### config.mk
export PLATFORM = sky130hd
export DESIGN_NAME = id_hazard_scoreboard
export DESIGN_NICKNAME = d
export VERILOG_FILES = /design/src/rtl/id_hazard_scoreboard.sv
export SDC_FILE = /design/constraint.sdc
export NUM_CORES = 1
export LEC_CHECK = 0
export BUFFER_PORTS_ARGS = -buffer_cell sky130_fd_sc_hd__buf_2
export CAP_MARGIN = 40
export CORE_ASPECT_RATIO = 1.4
export CORE_UTILIZATION = 54
export CTS_BUF_LIST = sky130_fd_sc_hd__clkbuf_4 sky130_fd_sc_hd__clkbuf_8
export CTS_CLUSTER_SIZE = 16
export DETAILED_ROUTE_END_ITERATION = 7
export PLACE_DENSITY = 0.81
export SLEW_MARGIN = 10
export SYNTH_ARGS = -nofsm -noshare
export SYNTH_HDL_FRONTEND = slang
export SYNTH_SLANG_ARGS = --single-unit
### constraint.sdc
create_clock -name clk -period 3.8 [get_ports clk]
set_input_delay 1.14 -clock clk [delete_from_list [all_inputs] [get_ports clk]]
set_output_delay 1.14 -clock clk [all_outputs]
set_load 0.01 [all_outputs]
### src/rtl/id_hazard_scoreboard.sv
// rtl/id_hazard_scoreboard.sv - ID-stage data hazard detector with a shadow EX/MEM/WB pipeline
//
// Purpose:
//   Tracks the destination registers of the three instructions ahead of ID and
//   holds the ID instruction while one of its source operands is still being
//   produced. It also counts stall cycles and flags stalls that last longer
//   than the pipeline can legally need.
//
// Optional feature macro: FORWARDING_EN
//   undefined : no bypass network; EX or MEM producers stall (max 2 cycles)
//   defined   : full bypass; only a load in EX stalls (max 1 cycle)
//
// Ports:
//   clk                    rising-edge clock
//   reset_n                asynchronous active-low reset
//   id_valid               ID stage holds a real instruction
//   id_rs, id_rt           ID source register numbers
//   id_use_rs, id_use_rt   ID instruction actually reads rs / rt
//   id_rd                  ID destination register number
//   id_reg_write           ID instruction writes id_rd
//   id_mem_read            ID instruction is a load
//   id_flush               squash the ID instruction
//   stall                  hold PC and IF/ID this cycle
//   issue                  ID instruction enters EX at the next edge
//   bubble                 insert a NOP into ID/EX at the next edge
//   stall_count            saturating count of stall cycles
//   hazard_err             sticky: a stall outlived the legal maximum

module id_hazard_scoreboard (
  input  logic        clk,
  input  logic        reset_n,
  input  logic        id_valid,
  input  logic [1:0]  id_rs,
  input  logic [1:0]  id_rt,
  input  logic        id_use_rs,
  input  logic        id_use_rt,
  input  logic [1:0]  id_rd,
  input  logic        id_reg_write,
  input  logic        id_mem_read,
  input  logic        id_flush,
  output logic        stall,
  output logic        issue,
  output logic        bubble,
  output logic [15:0] stall_count,
  output logic        hazard_err
);

  typedef enum logic [1:0] {
    RUN    = 2'd0,
    STALL1 = 2'd1,
    STALL2 = 2'd2
  } state_t;

  state_t state, state_next;

  // Shadow pipeline slots
  logic       ex_valid,  mem_valid,  wb_valid;
  logic [1:0] ex_rd,     mem_rd,     wb_rd;
  logic       ex_reg_write, mem_reg_write, wb_reg_write;
  logic       ex_mem_read,  mem_mem_read,  wb_mem_read;

  logic match_ex, match_mem, hazard_cond, hazard, active, err_set;

  assign match_ex  = ex_valid & ex_reg_write &
                     ((id_use_rs & (ex_rd == id_rs)) | (id_use_rt & (ex_rd == id_rt)));
  assign match_mem = mem_valid & mem_reg_write &
                     ((id_use_rs & (mem_rd == id_rs)) | (id_use_rt & (mem_rd == id_rt)));

  // WB never causes a hazard: the register file writes in the first half of
  // the cycle and reads in the second half.
`ifdef FORWARDING_EN
  assign hazard_cond = match_ex & ex_mem_read;
`else
  assign hazard_cond = match_ex | match_mem;
`endif

  // Flush wins over hazard: a squashed instruction never stalls.
  assign active = id_valid & ~id_flush;
  assign hazard = active & hazard_cond;
  assign stall  = hazard;
  assign issue  = active & ~hazard;
  assign bubble = ~issue;

  // The WB slot is architectural bookkeeping only.
  logic unused_slots;
  assign unused_slots = ^{wb_valid, wb_rd, wb_reg_write, wb_mem_read, mem_mem_read, match_mem};

  always_comb begin
    state_next = state;
    err_set    = 1'b0;
    if (!stall) begin
      state_next = RUN;
    end else begin
      case (state)
        RUN:     state_next = STALL1;
        STALL1:  state_next = STALL2;
        STALL2:  state_next = STALL2;
        default: state_next = RUN;
      endcase
`ifdef FORWARDING_EN
      err_set = (state == STALL1) | (state == STALL2);
`else
      err_set = (state == STALL2);
`endif
    end
  end

  always_ff @(posedge clk or negedge reset_n) begin
    if (!reset_n) begin
      state         <= RUN;
      ex_valid      <= 1'b0;
      ex_rd         <= 2'd0;
      ex_reg_write  <= 1'b0;
      ex_mem_read   <= 1'b0;
      mem_valid     <= 1'b0;
      mem_rd        <= 2'd0;
      mem_reg_write <= 1'b0;
      mem_mem_read  <= 1'b0;
      wb_valid      <= 1'b0;
      wb_rd         <= 2'd0;
      wb_reg_write  <= 1'b0;
      wb_mem_read   <= 1'b0;
      stall_count   <= 16'd0;
      hazard_err    <= 1'b0;
    end else begin
      state         <= state_next;
      wb_valid      <= mem_valid;
      wb_rd         <= mem_rd;
      wb_reg_write  <= mem_reg_write;
      wb_mem_read   <= mem_mem_read;
      mem_valid     <= ex_valid;
      mem_rd        <= ex_rd;
      mem_reg_write <= ex_reg_write;
      mem_mem_read  <= ex_mem_read;
      ex_valid      <= issue;
      ex_rd         <= issue ? id_rd : 2'd0;
      ex_reg_write  <= issue & id_reg_write;
      ex_mem_read   <= issue & id_mem_read;
      if (stall && (stall_count != 16'hFFFF)) begin
        stall_count <= stall_count + 16'd1;
      end
      if (err_set) begin
        hazard_err <= 1'b1;
      end
    end
  end

endmodule

==> flow_metrics.tcl <==
set metrics [dict create \
    status "completed" \
    vias 1005 \
    power_frac_seq 0.652 \
    ant_nets 0 \
    antenna_found_initial 0 \
    detailedPlace.worstSlack_ns 0.121 \
    drt_iter0_drc 29 \
    nFillCells 178 \
    p_per_area_nw_per_um2 304 \
    critical_path_class "input port to primary output" \
    grt_pass1_vias 1005 \
    initial_utilization 0.585 \
    whs_ns 0.419 \
    setup_tns_ns 0 \
    rsz0062_at_grt "false" \
    p_sw_mw 0.107 \
    crit_family "simple AND/OR/NAND/NOR gates" \
    required_ns 2.66 \
    period_minus_slack_ns 3.63 \
    timing.final.crit_share 0.954 \
    cts_buffer_depth 2 \
    maxSlewHeadroom 0.621 \
    clock-skew-final_ns 0.00618 \
    switching_share 0.231 \
    worstSetupStartpointType "input port" \
    core_um2 2200 \
    p_leak_nw 0.772 \
    grt_usage 0.211 \
    layout.cells.non_filler 180 \
    ys_warn_count 0 \
    finalPower_mw 0.462 \
    critPathBufInv 3 \
    seq_area_frac_synth 0.525 \
    finalNetCount 176 \
    async_flop_share 1.00 \
    synth_cells 122 \
    cts_hold_buf 0 \
    hold_path_class "register to register" \
    yosysUniqueCellTypes 24 \
    combPwrFrac 0.067 \
    synthToLayoutAreaGrowth_pct 18.1 \
    syn_nets 139 \
    synth_ff_type "dfrtp_1" \
    insertion_delay_ns 0.33 \
    routedWlPerCell_um 13.6 \
    overflow 0 \
    clkTransAtPathRegs_ns 0.14 \
    cts_resized 0 \
    timing.fmax_ghz 0.276 \
    end_kind "primary output" \
    drc 0 \
    cts_tree "yes" \
    postCtsSetupRepairBufs 0 \
    hpwl_mm 1.85 \
    rows 20 \
    fp.dieH_um 59.8 \
    port-buffer-count 32 \
    setup_viol 0 \
    slew_violations 0 \
    firstDrtPassIters 4 \
    cp_max_fo 6 \
    cap_viol_max_count 0 \
    cts.sinks 27 \
    p_int_mw 0.355 \
    crit_path_top_delay_cell "nor4_2" \
    cp.arrival_ns 2.49 \
    clkPwrFrac 0.281 \
    finalHoldViolCount 0 \
    synth_enable_flop_cells 0 \
    crit_chain "buf_2, xor2_1, nor3_1, nor4_2, nand2_1, nor2_1, inv_1, buf_2" \
    numCtsBuffers 3 \
    io_pins 34 \
    setup_ws_ns 0.173 \
    slowest_delay_ns 0.37 \
    syn_avg_cell_area_um2 10.6 \
    synth_seq_cells 27 \
    drive_above_1_share 0.285 \
    routed_via_density 5.58 \
    synth_area_um2 1290 \
    grt_max_degree 28 \
    numPlacedInstances 176 \
    vdd_drop_max_uv 229 \
    r2r_cells 8 \
    cp_num_cells 8 \
    worst_pin_slew_ns 0.569 \
    crit_path_frequent_cell "buf_2" \
    antenna-diode-count 0 \
    gp_congestion 0.852 \
    grt_pass1_wl_mm 4.13 \
    hold_depth 0 \
    htree_num_levels 1 \
    cts_root_buf "clkbuf_4" \
    die_area_um2 2590 \
    wl_mm 2.45 \
    die_w_um 43.3 \
]
[sequential cells by signal (all words and copies together), names as in the netlist]
name / cells
ex_reg_write: 1
ex_valid: 1
mem_reg_write: 1
mem_valid: 1
hazard_err: 1
state: 2
mem_rd: 2
stall_count: 16
ex_rd: 2
[worst register-to-register path: cells and delay by family, from the launching register on]
family | cells | cell delay (ns)
xor+xnor | 1 | 0.19
flops | 1 | 0.43
compound gates | 1 | 0.16
buf+inv | 2 | 0.40
simple gates | 3 | 0.59
mux | 1 | 0.32
[logic make-up after synthesis]
family / after synthesis / synth area share
adder cells (fa/ha/maj): 3 / 0.0292
AND/OR/NAND/NOR: 61 / 0.259
buffers and inverters: 8 / 0.0301
multiplexers: 2 / 0.0175
flip-flops: 27 / 0.525
AO/OA/AOI/OAI: 4 / 0.0233
XOR/XNOR: 17 / 0.116
[final timing paths]
check / start / end / slack [ns]
min in group asynchronous: reset_n / state[0]$_DFF_PN0_ / 0.78
max: id_rt[1] / bubble / 0.17
min reg2reg: ex_valid$_DFF_PN0_ / mem_valid$_DFF_PN0_ / 0.42
min: ex_valid$_DFF_PN0_ / mem_valid$_DFF_PN0_ / 0.42
max reg2reg: ex_rd[0]$_DFF_PN0_ / stall_count[14]$_DFFE_PN0P_ / 1.60
max in group asynchronous: reset_n / stall_count[10]$_DFFE_PN0P_ / 2.64
[placed cells by master, fill, tap and decap left out]
master	count
buf_2	32
dfrtp_1	27
nand3_1	15
xnor2_1	13
and3_1	8
nand2_1	6
nor2_1	6
inv_1	5
and2_1	5
nand4_1	5
xor2_1	4
nor3_1	4
nor4_1	4
clkbuf_4	4
nand2b_1	3
ha_1	3
buf_4	3
nor4_2	2
a21oi_2	2
mux2_1	2
nor2b_1	1
nand4_2	1
a21oi_1	1
a21o_1	1
nand2_2	1
[layer usage]
metal  wire [um]  global-route usage
met1        1020               0.245
met4          57               0.104
met5           0                   0
met2        1270               0.382
met3         106              0.0211
[through the flow]
step	util	area, um2
floorplan	-	1290
global placement	0.671	1480
detailed placement	0.671	1480
CTS	0.685	1510
global route	0.690	1520
finish	0.690	1520
[cells in the mapped netlist, drive strengths merged (4+ instances only)]
cell	instances	area [um2]
and2	5	31.3
nor3	4	20.0
and3	8	50.1
xor2	4	35.0
nor2	6	22.5
xnor2	13	114
nand2	7	28.8
nor4	6	37.5
nand4	6	43.8
nand3	15	75.1
inv	5	18.8
dfrtp	27	676
[power groups by stage]
stage	sequential [mW]	clock, mW	combinational [mW]
floorplan	0.306	0	0.0109
finish	0.301	0.130	0.0309
CTS	0.301	0.133	0.0316
detailed placement	0.307	0	0.0314
global route	0.302	0.142	0.0362
global placement	0.306	0	0.0297
[final cells by class]
| cell class | instances | area [um2] | share of cell area |
|---|---|---|---|
| Tap cell | 22 | 27.5 | 0.0181 |
| Sequential cell | 27 | 676 | 0.444 |
| Timing Repair Buffer | 35 | 183 | 0.120 |
| Inverter | 5 | 18.8 | 0.0123 |
| Multi-Input combinational cell | 87 | 586 | 0.385 |
| Clock buffer | 4 | 30.0 | 0.0198 |
No activity file was read; power rests on OpenSTA's default activity.
